[src/rtl/ram_arb_pkg.sv]
`default_nettype none
// +-------------------------------------------------------------------------+
// | ram_arb_pkg                                                             |
// | Shared widths, requester id, command and return-tag types for the       |
// | two-requester RAM port arbiter.                                         |
// | Revision: 1.0                                                           |
// +-------------------------------------------------------------------------+
package ram_arb_pkg;

    localparam int C_AW     = 10;
    localparam int C_DW     = 8;
    localparam int C_RD_LAT = 2;

    typedef logic req_id_t;

    typedef struct packed {
        logic            we;
        logic [C_AW-1:0] addr;
        logic [C_DW-1:0] wdata;
    } ram_cmd_t;

    typedef struct packed {
        logic    valid;
        req_id_t id;
    } ret_tag_t;

    function automatic ram_cmd_t make_cmd(input logic            we,
                                          input logic [C_AW-1:0] addr,
                                          input logic [C_DW-1:0] wdata);
        ram_cmd_t c;
        c.we    = we;
        c.addr  = addr;
        c.wdata = wdata;
        return c;
    endfunction

endpackage
`default_nettype wire

[src/rtl/rr_arb2.sv]
`default_nettype none
// +-------------------------------------------------------------------------+
// | rr_arb2                                                                 |
// | Two-way round-robin picker; grants depend only on requests and last.    |
// | Revision: 1.0                                                           |
// +-------------------------------------------------------------------------+
module rr_arb2
    import ram_arb_pkg::*;
(
    input  logic clk,
    input  logic rst_n,
    input  logic req0,
    input  logic req1,
    input  logic fire,
    output logic gnt0,
    output logic gnt1
);

    req_id_t r_last;
    logic    w_gnt0;
    logic    w_gnt1;

    // Under contention the requester not granted most recently wins.
    always_comb begin
        w_gnt0 = 1'b0;
        w_gnt1 = 1'b0;
        if (req0 && req1) begin
            if (r_last == 1'b1) begin
                w_gnt0 = 1'b1;
            end else begin
                w_gnt1 = 1'b1;
            end
        end else begin
            w_gnt0 = req0;
            w_gnt1 = req1;
        end
    end

    always_ff @(posedge clk or negedge rst_n) begin
        if (!rst_n) begin
            r_last <= 1'b1;
        end else if (fire) begin
            r_last <= w_gnt1;
        end
    end

    assign gnt0 = w_gnt0;
    assign gnt1 = w_gnt1;

endmodule
`default_nettype wire

[src/rtl/ram_port_arbiter.sv]
`default_nettype none
// +-------------------------------------------------------------------------+
// | ram_port_arbiter                                                        |
// | Shares one RAM port between two requesters and routes read data back.   |
// | Revision: 1.0                                                           |
// +-------------------------------------------------------------------------+
module ram_port_arbiter
    import ram_arb_pkg::*;
#(
    parameter int AW     = C_AW,
    parameter int DW     = C_DW,
    parameter int RD_LAT = C_RD_LAT
)
(
    input  logic          clk,
    input  logic          rst_n,
    input  logic          req0,
    input  logic          req1,
    input  logic          we0,
    input  logic          we1,
    input  logic [AW-1:0] addr0,
    input  logic [AW-1:0] addr1,
    input  logic [DW-1:0] wdata0,
    input  logic [DW-1:0] wdata1,
    output logic          gnt0,
    output logic          gnt1,
    output logic          rvalid0,
    output logic          rvalid1,
    output logic [DW-1:0] rdata0,
    output logic [DW-1:0] rdata1,
    output logic [AW-1:0] ram_address,
    output logic [DW-1:0] ram_data,
    output logic          ram_wren,
    input  logic [DW-1:0] ram_q
);

    logic          w_gnt0;
    logic          w_gnt1;
    logic          w_fire;
    req_id_t       w_sel;
    ram_cmd_t      w_cmd;
    ret_tag_t      w_exit;

    logic [AW-1:0] r_addr;
    logic [DW-1:0] r_data;
    logic          r_wren;
    ret_tag_t      r_tag [RD_LAT+1];
    logic          r_rvalid0;
    logic          r_rvalid1;
    logic [DW-1:0] r_rdata0;
    logic [DW-1:0] r_rdata1;

    rr_arb2 u_arb (
        .clk   (clk),
        .rst_n (rst_n),
        .req0  (req0),
        .req1  (req1),
        .fire  (w_fire),
        .gnt0  (w_gnt0),
        .gnt1  (w_gnt1)
    );

    assign w_fire = (req0 & w_gnt0) | (req1 & w_gnt1);
    assign w_sel  = w_gnt1;

    always_comb begin
        w_cmd = make_cmd(we0, addr0, wdata0);
        if (w_sel) begin
            w_cmd = make_cmd(we1, addr1, wdata1);
        end
    end

    // Address and data hold when idle so the RAM sees no spurious toggles.
    always_ff @(posedge clk or negedge rst_n) begin
        if (!rst_n) begin
            r_addr <= '0;
            r_data <= '0;
            r_wren <= 1'b0;
        end else begin
            r_wren <= w_fire & w_cmd.we;
            if (w_fire) begin
                r_addr <= w_cmd.addr;
                r_data <= w_cmd.wdata;
            end
        end
    end

    // One stage per cycle from grant to ram_q being valid at the RAM.
    always_ff @(posedge clk or negedge rst_n) begin
        if (!rst_n) begin
            for (int i = 0; i <= RD_LAT; i++) begin
                r_tag[i] <= '0;
            end
        end else begin
            r_tag[0].valid <= w_fire & ~w_cmd.we;
            r_tag[0].id    <= w_sel;
            for (int i = 1; i <= RD_LAT; i++) begin
                r_tag[i] <= r_tag[i-1];
            end
        end
    end

    assign w_exit = r_tag[RD_LAT];

    always_ff @(posedge clk or negedge rst_n) begin
        if (!rst_n) begin
            r_rvalid0 <= 1'b0;
            r_rvalid1 <= 1'b0;
            r_rdata0  <= '0;
            r_rdata1  <= '0;
        end else begin
            r_rvalid0 <= w_exit.valid & (w_exit.id == 1'b0);
            r_rvalid1 <= w_exit.valid & (w_exit.id == 1'b1);
            if (w_exit.valid && (w_exit.id == 1'b0)) begin
                r_rdata0 <= ram_q;
            end
            if (w_exit.valid && (w_exit.id == 1'b1)) begin
                r_rdata1 <= ram_q;
            end
        end
    end

    assign gnt0        = w_gnt0;
    assign gnt1        = w_gnt1;
    assign ram_address = r_addr;
    assign ram_data    = r_data;
    assign ram_wren    = r_wren;
    assign rvalid0     = r_rvalid0;
    assign rvalid1     = r_rvalid1;
    assign rdata0      = r_rdata0;
    assign rdata1      = r_rdata1;

endmodule
`default_nettype wire

[config.mk]
export PLATFORM = sky130hd
export DESIGN_NAME = ram_port_arbiter
export DESIGN_NICKNAME = d
export VERILOG_FILES = /design/src/rtl/ram_arb_pkg.sv /design/src/rtl/rr_arb2.sv /design/src/rtl/ram_port_arbiter.sv
export SDC_FILE = /design/constraint.sdc
export NUM_CORES = 1
export LEC_CHECK = 0
export CAP_MARGIN = 20
export CORE_ASPECT_RATIO = 1.2
export CORE_MARGIN = 2
export CORE_UTILIZATION = 37
export CTS_BUF_LIST = sky130_fd_sc_hd__clkbuf_16
export CTS_CLUSTER_DIAMETER = 120
export DETAILED_ROUTE_END_ITERATION = 16
export PLACE_DENSITY = 0.76
export SYNTH_ARGS = -nofsm -noshare
export SYNTH_HDL_FRONTEND = slang
export SYNTH_HIERARCHICAL = 1
export SYNTH_SLANG_ARGS = --single-unit
[constraint.sdc]
create_clock -name clk -period 1.5 [get_ports clk]
set_input_delay 0.3 -clock clk [delete_from_list [all_inputs] [get_ports clk]]
set_output_delay 0.3 -clock clk [all_outputs]
set_load 0.03 [all_outputs]
; ---- Word-level counts from Yosys, hierarchy flattened
; Cells that the tools add are included.
[op_classes]
bitwise_logic = 9
muxes = 5
reduce_logical = 3
[op_table]
columns = op, n
row1 = two-way mux 19 bit, 1
row2 = AND 1 bit, 6
row3 = two-way mux 1 bit, 4
row4 = logical AND 1 bit, 3
row5 = NOT 1 bit, 2
row6 = OR 1 bit, 1
[totals]
reg_bits = 44
inputBits = 50
elab_cells = 31
out_inout_bits = 39

; ---- Depth between registers and ports, before layout
; Gate-level depths: netlist (run 1).
[depth]
ltp_word = 5
depth_mapped = 6
depth_no_buf = 5

; ---- Cells and area by module
; The synthesis (run 1) kept the hierarchy.
[modules_own_cells]
columns = mod, area_per_inst_um2, cells_per_inst, instances, seq_area_each_um2
row1 = ram_port_arbiter, 1820.5, 108, 1, 1076.0
row2 = rr_arb2, 63.8, 5, 1, 26.3

; ---- Least setup slack after synthesis (run 1)
; No wires, ideal clock.
[synth_timing]
kind = register -> register
startpoint = reg u_arb.r_last
endpoint = reg r_addr[5] (netlist: ram_address[5])
path_buffers = 1
setup_ns = 0.125
path_slack_ns = -0.852
arrival_ns = 2.227
period_less_slack_ns = 2.352
required_time_ns = 1.375
path_stages_with_launch = 7
path_cell_list = dfstp_2 > inv_1 > a21boi_0 > a22oi_1 > inv_1 > buf_2 > mux2_4
[synth_via]
elab_chain_cells = 4
word_cells_on_any_way = 8
classes_between = mux: 5 / bitwise: 3
[synth_rtl]
columns = item, line_no
row1 = from (decl), rr_arb2.sv:19  ; req_id_t r_last;
row2 = from (signal assigned), rr_arb2.sv:43  ; r_last <= w_gnt1;
row3 = two-way mux 1 bit, rr_arb2.sv:28  ; if (r_last == 1'b1) begin
row4 = two-way mux 1 bit, rr_arb2.sv:27  ; if (req0 && req1) begin
row5 = via gnt0, ram_port_arbiter.sv:25  ; output logic gnt0,
row6 = AND 1 bit, ram_port_arbiter.sv:63  ; assign w_fire = (req0 & w_gnt0) | (req1 & w_gnt1);
row7 = OR 1 bit, ram_port_arbiter.sv:63
row8 = via w_fire, ram_port_arbiter.sv:39  ; logic w_fire;
row9 = to (signal assigned), ram_port_arbiter.sv:82  ; r_addr <= w_cmd.addr;
row10 = to (decl), ram_port_arbiter.sv:44  ; logic [AW-1:0] r_addr;
; The timed path passes the listed nets, and every way through them passes these cells.
; A chain may end at the register's enable or synchronous reset.

; ---- Worst setup path after layout (run 1)
[layout_timing]
startpoint = reg u_arb.r_last
endpoint = reg r_addr[1] (netlist: ram_address[1])
[layout_via]
elab_chain_cells = 4
word_cells_on_any_way = 8
classes_between = mux: 5 / bitwise: 3
[layout_rtl]
columns = item, line_no
row1 = two-way mux 1 bit, rr_arb2.sv:28
row2 = two-way mux 1 bit, rr_arb2.sv:27
row3 = AND 1 bit, ram_port_arbiter.sv:63
row4 = OR 1 bit, ram_port_arbiter.sv:63
; Several ways; a longest one is shown, not always the timed one.

==> results of run 1 <==
-- worst max-delay path: stages, from the launching register on --
cell      delay [ns]
dfstp_2         0.58
a21boi_4        0.08
buf_6           0.13
a22oi_2         0.15
inv_2           0.09
buf_12          0.16
mux2_4          0.30
-- per-stage QoR --
step	TNS, ns	setup slack (ns)	util	total power [uW]	hold WS (ns)
2_1_floorplan	-3.24	-0.180	-	3050	0.00441
3_3_place_gp	-8.40	-0.417	0.596	3990	0.290
3_5_place_dp	-9.20	-0.463	0.596	4060	0.294
4_1_cts	-1.96	-0.136	0.632	5110	0.349
5_1_grt	-2.69	-0.150	0.632	5290	0.357
6_report	-1.75	-0.102	0.632	5050	0.347
-- registers in the layout, summed over array words and instances (netlist names) --
signal and cells:
r_tag 6, ram_address 10, ram_wren 1, rvalid1 1, rdata1 8, u_arb/r_last 1, ram_data 8, rvalid0 1
rdata0 8
-- layer usage --
| layer | up-vias | part of all wire | track usage |
|---|---|---|---|
| met4 | 0 | 0.016 | 0.0627 |
| met2 | 58 | 0.54 | 0.302 |
| met5 | - | 0 | 0 |
| li1 | 594 | - | - |
| met3 | 6 | 0.055 | 0.0437 |
| met1 | 630 | 0.39 | 0.173 |
-- Yosys cell counts --
master,n
buf_12,1
inv_1,3
mux2_4,19
dfrtp_1,43
buf_6,1
buf_2,3
dfstp_2,1
nand2_1,1
mux2i_1,1
a21boi_0,1
and2_1,1
nor2b_1,1
a22oi_1,1
a21boi_2,1
mux2_2,34
nor2_1,1
-- layout make-up --
type,instances,area (sq um)
Inverter,3,11.3
Clock inverter,3,46.3
Multi-Input combinational cell,61,782
Clock buffer,5,125
Timing Repair Buffer,98,960
Tap cell,60,75.1
Sequential cell,44,1100
Fill cell,383,1800
-- final timing paths --
| path | endpoint | slack [ns] | depth (start not counted) |
|---|---|---|---|
| setup / recovery | ram_address[1]$_DFFE_PN0P_ | -0.10 | 6 |
| max in group asynchronous | u_arb/r_last$_DFFE_PN1P_ | 0.72 | 3 |
| min in group asynchronous | ram_address[2]$_DFFE_PN0P_ | 0.52 | 3 |
| setup reg to reg | ram_address[1]$_DFFE_PN0P_ | -0.10 | 6 |
| hold reg to reg | r_tag[1]$_DFF_PN0_ | 0.35 | 0 |
| hold / removal | r_tag[1]$_DFF_PN0_ | 0.35 | 0 |
-- power by group through the flow --
stage	logic [uW]	registers (uW)	clock network, uW
finish	2070	1740	1240
CTS	2100	1750	1260
detailed placement	2280	1780	0
global placement	2240	1750	0
global route	2170	1790	1320
floorplan	616	2440	0
-- cell families (layout without fill, tap and decap cells) --
group,Yosys count,after routing,synth area share
DFF,44,44,0.585
buffers and inverters,8,109,0.0305
muxes,54,54,0.360
AOI/OAI and AO/OA,3,3,0.0139
and+or+nand+nor,4,4,0.0106
-- what timing repair did --
action                                 4_1_cts  5_1_grt
hold buffers                                 1        0
endpoints found under the hold margin       13        0
gates cloned                                 0        0
gates resized for setup                     50        1
pin swaps                                    1        1
setup endpoints to repair                   58       21
==> impl_metrics.csv, run 1 <==
group,metric,value,unit
final_layout,antenna_cells,0,
yosys,synth_cells,113,
yosys,ys_warn_count,6,
cts,post_cts_buffers,0,
final_layout,final_common_cell,"clkdlybuf4s50_1",
place,placed_cell_area,0.00292,sq mm
power,comb_power_share,0.410,
final_layout,fin_nets,263,
power,power.internal,3300,uW
floorplan,core,0.00490,sq mm
critical_path,path_class,"reg -> reg",
floorplan,chipWidth,69.1,microns
critical_path,critPathArrivalTime,1.77,ns
critical_path,crit_path_start_kind,"flip-flop",
power,irDropWorstVdd,760,uV
grt,grt_overflow,0,
detailed_routing,vias,1288,
yosys,yosys-top-cells-area,"dfrtp_1 (57%), mux2_2 (20%), mux2_4 (15%)",
cts,htree_levels,2,
grt,grt_pass1_vias,1402,
timing,worst_pin_slew,0.382,ns
critical_path,worstPathRequired,1.66,ns
timing,slew_headroom,0.745,
critical_path,r2r-start,"u_arb/r_last$_DFFE_PN1P_",
final_layout,syn_to_final_growth,64.6,%
run_status,violations,"negative setup slack",
grt,gr-usage-all-layers,0.160,
power,seqPwrFrac,0.345,
yosys,syn-cell-area,0.00188,sq mm
detailed_routing,post_drt_wl_per_cell,15.7,microns
grt,grt_pass1_wl,7000,microns
detailed_routing,drt_pass1_iterations,2,
cts,clockRootBuffer,"clkbuf_16",
min_path,hold_path.class,"reg -> reg",
floorplan,std_cell_rows,28,
grt,grt_start_max_net_pins,45,
power,switching_power,1750,uW
cts,cts.clk_slew.worst_paths,0.06,ns
floorplan,io_pins,89,
timing,setup_viol,20,
final_layout,fin_area,0.00310,sq mm
floorplan,die_h,82.2,microns
min_path,hold_start,"r_tag[3]$_DFF_PN0_",
timing,setup_ws,-0.102,ns
power,sw_frac_of_total,0.346,
critical_path,end_kind,"flip-flop",
cts,cts_tree,"done",
cts,cts-buffers-inserted,5,
timing,finalHoldViolCount,0,
flow_run,max-cap-violations,0,
timing,finalCriticalPeriod,1.60,ns
yosys,ys_ff_latch,44,
critical_path,cp_max_fo,11,
cts,clock-sinks,44,
yosys,synth_nets,163,
detailed_routing,drt-initial-drc-count,40,
final_layout,instances_no_fill,274,
grt,antenna_found_initial,0,
place,dp.cells,265,
cts,worstSkewPairLatency,0.28,ns
timing,finalMaxSlewViolations,0,
power,p_per_area,1630,mW/mm^2
detailed_routing,drt-total-wl,4310,microns
cts,cts_buffer_depth,2,
power,p_leak,0.00145,uW
final_layout,final_cell_mix,"clkdlybuf4s50_1 (46), dfrtp_1 (43), dlygate4sd2_1 (39)",
final_layout,drive_gt1_frac,0.369,
detailed_routing,via_per_inst,4.70,
floorplan,dieArea,0.00568,sq mm
place,dp_hpwl,3280,microns
yosys,synth_cell_type_count,16,
yosys,synth_top_cell_by_area,"dfrtp_1",
timing,min_period_over_period,1.07,
detailed_routing,ant_nets,0,
critical_path,critPathLaunch,"u_arb/r_last$_DFFE_PN1P_",
place,port_buffers,88,
power,clockPowerShare,0.245,
place,gp_congestion,0.758,
run_status,status,"complete, but fails checks",
timing,fmax,624,MHz
yosys,synth-seq-area-share,0.585,
yosys,synth_area_per_cell,16.7,sq um
timing,finClkSkew,0.00433,ns
detailed_routing,remaining_drc_errors,0,
floorplan,start_util,0.384,
timing,rsz0062_at_grt,"yes",
yosys,yosysTopAreaCellShare,0.571,
(Power assumes the default switching activity.)
==> inputs of run 2 (changes only) <==
--- a/config.mk
+++ b/config.mk
@@ -8,11 +8,11 @@
 export CAP_MARGIN = 20
 export CORE_ASPECT_RATIO = 1.2
 export CORE_MARGIN = 2
-export CORE_UTILIZATION = 37
+export CORE_UTILIZATION = 44
 export CTS_BUF_LIST = sky130_fd_sc_hd__clkbuf_16
 export CTS_CLUSTER_DIAMETER = 120
 export DETAILED_ROUTE_END_ITERATION = 16
-export PLACE_DENSITY = 0.76
+export PLACE_DENSITY = 0.85
 export SYNTH_ARGS = -nofsm -noshare
 export SYNTH_HDL_FRONTEND = slang
 export SYNTH_HIERARCHICAL = 1
==> constraint.sdc (replaced) <==
create_clock -name clk -period 2 [get_ports clk]
set_input_delay 0.4 -clock clk [delete_from_list [all_inputs] [get_ports clk]]
set_output_delay 0.4 -clock clk [all_outputs]
set_load 0.03 [all_outputs]
==> run 2 against run 1 <==
  * The run now ends clean
  * Final area fell by 3.2%
  * Clock skew down 0.00097 ns
  * Sequential share of layout area grew 1.2 points
  * Utilization up 8.3 points
  * Sequential power fell by 25%
  * Global-route usage rose by 2.3 points
  * Combinational power fell by 20%
  * Worst setup slack better by 0.22 ns
  * Largest power group unchanged
==> impl_metrics.csv, run 2 (synthesized netlist as in run 1, its figures left out) <==
group,metric,value,unit
run_status,status,"complete, no violations",
timing,slew_headroom,0.645,
min_path,hold_path.class,"in -> async",
final_layout,fin_nets,260,
cts,clock-sinks,44,
cts,cts-buffers-inserted,5,
grt,grt_start_max_net_pins,45,
timing,finalHoldViolCount,0,
place,port_buffers,88,
power,irDropWorstVdd,783,uV
power,p_total,3870,uW
detailed_routing,drt_pass1_iterations,3,
critical_path,end_kind,"output port",
critical_path,worstPathRequired,1.60,ns
place,placed_cell_area,0.00284,sq mm
cts,worstSkewPairLatency,0.28,ns
timing,finalMaxSlewViolations,0,
cts,htree_levels,2,
grt,antenna_found_initial,0,
timing,finClkSkew,0.00336,ns
floorplan,dieArea,0.00482,sq mm
timing,rsz0062_at_grt,"no",
power,p_leak,0.00131,uW
grt,gr-usage-all-layers,0.183,
final_layout,final_common_cell,"clkdlybuf4s50_1",
place,dp.cells,259,
detailed_routing,post_drt_wl_per_cell,15.3,microns
cts,cts_buffer_depth,2,
grt,grt_pass1_wl,6500,microns
cts,post_cts_buffers,0,
final_layout,syn_to_final_growth,59.4,%
critical_path,critPathArrivalTime,1.48,ns
timing,setup_viol,0,
detailed_routing,remaining_drc_errors,0,
critical_path,path_class,"in -> out",
timing,setup_ws,0.120,ns
final_layout,antenna_cells,0,
timing,min_period_over_period,0.940,
final_layout,final_cell_mix,"clkdlybuf4s50_1 (85), dfrtp_1 (43), mux2_2 (34)",
critical_path,crit_path_start_kind,"primary input",
floorplan,chipWidth,63.7,microns
detailed_routing,drt-initial-drc-count,26,
critical_path,cp_max_fo,11,
cts,cts.clk_slew.worst_paths,0.06,ns
detailed_routing,via_per_inst,4.74,
floorplan,start_util,0.449,
floorplan,core,0.00420,sq mm
floorplan,std_cell_rows,26,
power,p_per_area,1290,mW/mm^2
flow_run,max-cap-violations,0,
cts,clockRootBuffer,"clkbuf_16",
timing,fmax,532,MHz
floorplan,die_h,75.7,microns
place,place_ws,-0.0431,ns
grt,grt_pass1_vias,1324,
final_layout,fin_area,0.00300,sq mm
cts,ctsHoldBuffers,0,
timing,fin_tns_setup,0,ns
cts,ctsResizeCount,0,
timing,finalCriticalPeriod,1.88,ns
detailed_routing,ant_nets,0,
final_layout,instances_no_fill,267,
timing,worst_pin_slew,0.532,ns
detailed_routing,vias,1265,
cts,cts_tree,"done",
final_layout,drive_gt1_frac,0.346,
grt,grt_overflow,0,
floorplan,io_pins,89,
final_layout,largest_reg_flops,10,
place,gp_congestion,0.795,
detailed_routing,drt-total-wl,4090,microns
## run 2: final timing paths
path | from | end | slack, ns | depth (start not counted)
min reg2reg | r_tag[4]$_DFF_PN0_ | r_tag[2]$_DFF_PN0_ | 0.35 | 0
min in group clk | r_tag[4]$_DFF_PN0_ | r_tag[2]$_DFF_PN0_ | 0.35 | 0
max reg2reg | u_arb/r_last$_DFFE_PN1P_ | ram_address[2]$_DFFE_PN0P_ | 0.37 | 6
max in group asynchronous | rst_n | u_arb/r_last$_DFFE_PN1P_ | 1.44 | 2
min | rst_n | ram_address[4]$_DFFE_PN0P_ | 0.19 | 2
max | req1 | gnt1 | 0.12 | 4
## run 2: final cells by class
| type | instances | area [sq um] |
|---|---|---|
| fill | 281 | 1190 |
| sequential | 44 | 1100 |
| timing repair buffer | 95 | 923 |
| multi-input combinational | 61 | 728 |
| clock buffer | 5 | 125 |
| tap | 56 | 70.1 |
| clock inverter | 3 | 42.5 |
| inverter | 3 | 11.3 |
## run 2: power breakdown
group | total, uW | internal [uW] | leakage [uW] | switching [uW]
Combinational | 1650 | 828 | 0.000704 | 820
Clock | 910 | 586 | 0.0000814 | 324
Sequential | 1310 | 1170 | 0.000525 | 143
Total | 3870 | 2580 | 0.00131 | 1290
## run 2: routing by layer
| metal | part of all wire | vias up | GRT usage |
|---|---|---|---|
| met3 | 0.057 | 8 | 0.0502 |
| met1 | 0.37 | 605 | 0.212 |
| li1 | - | 593 | - |
| met2 | 0.54 | 59 | 0.318 |
| met4 | 0.029 | 0 | 0.0942 |
| met5 | 0 | - | 0 |
## run 2: worst max-delay path, cell delays in order
cell             delay (ns)
clkdlybuf4s50_1        0.47
a21boi_2               0.20
buf_4                  0.22
buf_4                  0.19
## run 2: metrics by stage
stage                      util  hold slack (ns)
final                     0.716            0.188
after global routing      0.716            0.232
after CTS                 0.716            0.211
after detailed placement  0.676            0.335
after global placement    0.676            0.332
after floorplan               -            0.104
